$ cat config.mk
export PLATFORM = sky130hd
export DESIGN_NAME = booth_radix4_mul
export DESIGN_NICKNAME = d
export VERILOG_FILES = /design/src/rtl/booth_radix4_mul.sv
export SDC_FILE = /design/constraint.sdc
export NUM_CORES = 1
export LEC_CHECK = 0
export ABC_AREA = 0
export BUFFER_PORTS_ARGS = -buffer_cell sky130_fd_sc_hd__buf_2
export CAP_MARGIN = 15
export CORE_MARGIN = 2
export CORE_UTILIZATION = 59
export CTS_BUF_LIST = sky130_fd_sc_hd__clkbuf_8
export DETAILED_ROUTE_END_ITERATION = 8
export GPL_TIMING_DRIVEN = 0
export HOLD_SLACK_MARGIN = 0.02
export PLACE_DENSITY = 0.87
export REMOVE_ABC_BUFFERS = 1
export SLEW_MARGIN = 10
export SYNTH_ARGS = -nofsm -noshare
export SYNTH_HDL_FRONTEND = slang
export SYNTH_SLANG_ARGS = --single-unit
export TNS_END_PERCENT = 30
$ cat constraint.sdc
create_clock -name Clock -period 4.99 [get_ports Clock]
set_input_delay 0.499 -clock Clock [delete_from_list [all_inputs] [get_ports Clock]]
set_output_delay 0.499 -clock Clock [all_outputs]
set_load 0.03 [all_outputs]
$ cat src/rtl/booth_radix4_mul.sv
// Sequential radix-4 Booth multiplier: two multiplier bits per cycle, signed/unsigned per operation.
// Optional build macro BOOTH_MUL_ZERO_SKIP_EN: zero operands bypass the iteration loop.
module booth_radix4_mul #(
    parameter int W = 16
) (
    input  logic           Clock,
    input  logic           Reset,
    input  logic           In_Valid,
    output logic           In_Ready,
    input  logic           Signed,
    input  logic [W-1:0]   M,
    input  logic [W-1:0]   Q,
    output logic           Out_Valid,
    input  logic           Out_Ready,
    output logic [2*W-1:0] P
);
    localparam int N  = (W + 2) / 2;
    localparam int CW = $clog2(N + 1);
    localparam int XW = W + 2;
    localparam int AW = W + 3;
    localparam int SW = W + 4;

    // Handshakes: a transfer happens on a rising Clock edge where valid and ready are both 1;
    // In_Ready is high only in IDLE, Out_Valid only in DONE, and neither depends on the peer's signal.
    typedef enum logic [1:0] {IDLE, RUN, DONE} state_t;

    state_t        state_q, state_d;
    logic [AW-1:0] acc_q, acc_d;
    logic [XW:0]   mult_q, mult_d;
    logic [XW-1:0] qx_q, qx_d;
    logic [CW-1:0] cnt_q, cnt_d;

    logic [XW-1:0] mx_in, qx_in;
    logic [SW-1:0] qe, addend, sum;

    always_ff @(posedge Clock or negedge Reset) begin
        if (!Reset) begin
            state_q <= IDLE;
            acc_q   <= '0;
            mult_q  <= '0;
            qx_q    <= '0;
            cnt_q   <= '0;
        end else begin
            state_q <= state_d;
            acc_q   <= acc_d;
            mult_q  <= mult_d;
            qx_q    <= qx_d;
            cnt_q   <= cnt_d;
        end
    end

    always_comb begin
        state_d = state_q;
        acc_d   = acc_q;
        mult_d  = mult_q;
        qx_d    = qx_q;
        cnt_d   = cnt_q;

        mx_in = Signed ? {{2{M[W-1]}}, M} : {2'b00, M};
        qx_in = Signed ? {{2{Q[W-1]}}, Q} : {2'b00, Q};

        qe = {{2{qx_q[XW-1]}}, qx_q};
        case (mult_q[2:0])
            3'b001, 3'b010: addend = qe;
            3'b011:         addend = qe << 1;
            3'b100:         addend = -(qe << 1);
            3'b101, 3'b110: addend = -qe;
            default:        addend = '0;
        endcase
        // One guard bit above the accumulator so the add can never wrap before the shift.
        sum = {acc_q[AW-1], acc_q} + addend;

        case (state_q)
            IDLE: begin
                if (In_Valid) begin
                    qx_d    = qx_in;
                    acc_d   = '0;
                    mult_d  = {mx_in, 1'b0};
                    cnt_d   = CW'(N);
                    state_d = RUN;
`ifdef BOOTH_MUL_ZERO_SKIP_EN
                    if (M == '0 || Q == '0) begin
                        mult_d  = '0;
                        cnt_d   = '0;
                        state_d = DONE;
                    end
`endif
                end
            end
            RUN: begin
                acc_d  = {sum[SW-1], sum[SW-1:2]};
                mult_d = {sum[1:0], mult_q[XW:2]};
                cnt_d  = cnt_q - CW'(1);
                if (cnt_q == CW'(1)) begin
                    state_d = DONE;
                end
            end
            DONE: begin
                if (Out_Ready) begin
                    state_d = IDLE;
                end
            end
            default: state_d = IDLE;
        endcase
    end

    assign In_Ready  = (state_q == IDLE);
    assign Out_Valid = (state_q == DONE);
    // acc/mult freeze in DONE, so the product is taken straight from them; bit 0 of mult is spent recode history.
    assign P = (state_q == DONE) ? {acc_q[W-3:0], mult_q[XW:1]} : '0;

endmodule

==> metrics.md <==
| Metric | Value |
|---|---|
| Setup Skew | `0.0122 ns` |
| Critical R2R Capture | `acc_q[14]` |
| Critical path launch point type | `flip-flop` |
| Worst slew pin tran | `1.16 ns` |
| Detail Route Antenna Nets | `0` |
| Netlist cell types | `59` |
| Most frequent cells in the layout | `nand2_1, buf_2, dfrtp_1` |
| Pin count of the biggest net entering global routing | `61` |
| Rel. slew slack | `22.6%` |
| Initial Utilization | `59.8%` |
| Syn-to-layout area delta | `12.7%` |
| Cell Rows | `32` |
| Overall global routing resource usage | `28.3%` |
| Antenna violations before repair | `0` |
| Max-cap viol count | `0` |
| Drt drc | `0` |
| Yosys top cell area share | `33.0%` |
| CP required | `5.24 ns` |
| Clk sink count | `60` |
| R2R cell count | `10` |
| Vert. Die Dim | `91.8 um` |
| CTS Hold Buffers Added | `0` |
| Via density per instance | `6.13` |
| Syn. warnings | `0` |
| CTS clk-pin slew, worst paths | `0.08 ns` |
| Layout cells sized above 1 | `16.6%` |
| Worst path cell trace | `nor2_1 -> nand2_1 -> o311ai_0 -> ha_1 -> a2111oi_0 -> o21ai_0 -> a41oi_1 -> a31oi_1 -> o21a_1 -> o31ai_1` |
| Port bufs | `70` |
| Setup slack, reg-to-reg | `0.34 ns` |
| Per-cell routed wire length | `16.2 um` |
| CTS Buf Count | `9` |
| Ports | `71` |
| Fill cells | `660` |
| Core ar. | `0.00761 sq mm` |
| Sequential share of the synthesized area | `33.0%` |
| Nets | `682` |
| First-pass DRT Iterations | `5` |
| Routability cong. | `0.955` |
| Die Span X | `91.8 um` |
| DIE AREA | `0.00842 sq mm` |
| # resized after CTS | `0` |
| Bufs on Longest Clock Path | `2` |
| Hold Fails Final Rpt | `0` |
| Diodes inserted | `0` |
| Type of the worst setup path | `reg -> reg` |
| Vias | `4467` |
| Clock root buffer | `clkbuf_8` |
| Synthesized area per cell | `7.85 sq um` |
| Dpl hpwl | `8140 um` |
| Critical path capture point type | `flip-flop` |
| Hold Crit Class | `in -> async` |
| CP peak stage delay | `0.78 ns` |
| Fin crit share | `93.2%` |
| # H-tree levels | `3` |
| RSZ-0062 raised after global routing | `false` |
| Vias in the first global route | `4103` |
| Crit path time final | `4.65 ns` |
| Slew Limit Fails | `0` |
| EDFF count, synth | `0` |
| Yosys reg bits | `60` |
| Grt ovf | `0` |
| Worst Path Max Fanout | `16` |
| Post-Route WL | `11800 um` |
| CP arrival | `4.90 ns` |
| Status | `completed` |
| Post-Synthesis Cells | `579` |
| Fmax | `215 MHz` |
| Slowest-stage cell, CP | `nor2_1` |
| Cell Area, Synth | `0.00455 sq mm` |
| Commonest non-fill, non-tap cell in the layout | `nand2_1` |
| Async SR Flop Fraction | `100%` |
| First-pass GRT wire length | `19600 um` |
| TritonCTS clock tree | `done` |
| Setup-failing EPs final | `0` |
| R2R Path Start | `mult_q[1]` |
| Worst skew pair latency | `0.34 ns` |
| Main synth FF type | `dfrtp_1` |
| Synth top area cells | `dfrtp_1, nand2_1, ha_1, o21ai_0, and2_1` |
| Area leader, netlist | `dfrtp_1` |
| Iteration-0 DRC Markers | `434` |
| Postcts setup bufs | `0` |
| Setup TNS Final | `0 ns` |
-- per-layer routing --
layer / track usage [%] / share of wire [%] / wire length (um) / vias up
met1: 37.8 / 43 / 5030 / 2093
met5: 0 / 0 / 0 / -
li1: - / - / - / 2127
met2: 45.5 / 47 / 5550 / 211
met4: 11.8 / 2.8 / 331 / 0
met3: 5.09 / 7.6 / 894 / 36
-- worst max path at each step --
stage / startpoint / end / slack, ns / cells past startpoint
2_1_floorplan: qx_q[1] / acc_q[17] / 1.42 / 15
4_1_cts: mult_q[1] / acc_q[17] / 0.50 / 13
3_3_place_gp: mult_q[1] / acc_q[17] / 0.58 / 11
3_5_place_dp: mult_q[1] / acc_q[16] / 0.51 / 10
5_1_grt: mult_q[1] / acc_q[14] / 0.08 / 10
6_report: mult_q[1] / acc_q[14] / 0.34 / 10
-- cell usage after synthesis, types with 4 or more instances --
cell and count:
nand2_1 122, dfrtp_1 60, o21ai_0 48, and2_1 33, clkbuf_1 33, nor2_1 28, a21oi_1 26, nand3_1 23
ha_1 22, a22oi_1 21, xnor2_1 19, inv_1 12, nor3_1 12, xor2_1 12, a21o_1 11, a221oi_1 9
o21a_1 6, nand4_1 5, o21bai_1 5, a211oi_1 4, a21boi_0 4, a31oi_1 4, nand2b_1 4, nor2b_1 4
o22ai_1 4
-- worst max-delay path, delay by kind of cell (launching register included) --
kind | cells | cell delay, ns
simple gates | 2 | 1.14
compound gates | 7 | 2.44
flops | 1 | 0.58
fa+ha+maj | 1 | 0.40
-- state kept, by name, indices dropped and copies added, names as in the netlist --
name     flops
acc_q       18
cnt_q        4
mult_q      19
qx_q        17
state_q      2
-- kinds of logic after synthesis --
family / count (synthesis) / share of synthesized area (%)
AND/OR/NAND/NOR: 244 / 25.2
AO/OA/AOI/OAI: 165 / 23.8
flip-flops: 60 / 33.0
buffers and inverters: 54 / 4.95
XOR/XNOR: 31 / 5.97
adder cells (fa/ha/maj): 23 / 6.50
multiplexers: 2 / 0.550
-- area by class of cell --
type / count / area (sq um) / share of cell area, %
multi-input cells: 465 / 2830 / 55.2
flip-flops and latches: 60 / 1500 / 29.3
repair buffers: 74 / 413 / 8.06
clock buffers: 10 / 138 / 2.69
well taps: 102 / 128 / 2.49
clock inverters: 6 / 71.3 / 1.39
inverters: 12 / 45.0 / 0.879
-- stage by stage --
| step | utilization, % | area, sq um | cells | hold WS, ns | worst slack, ns |
|---|---|---|---|---|---|
| final | 67.4 | 5120 | 729 | 0.215 | 0.339 |
| after CTS | 67.2 | 5110 | 728 | 0.268 | 0.505 |
| after detailed placement | 64.4 | 4900 | 712 | 0.479 | 0.513 |
| after global placement | 63.7 | 4840 | 709 | 0.474 | 0.582 |
| after global routing | 67.4 | 5120 | 729 | 0.295 | 0.0823 |
| after floorplan | - | 4370 | 537 | 0.203 | 1.42 |
Power is not shown: default switching activity piles up to over one toggle a cycle in this logic, so the estimate is an artifact.
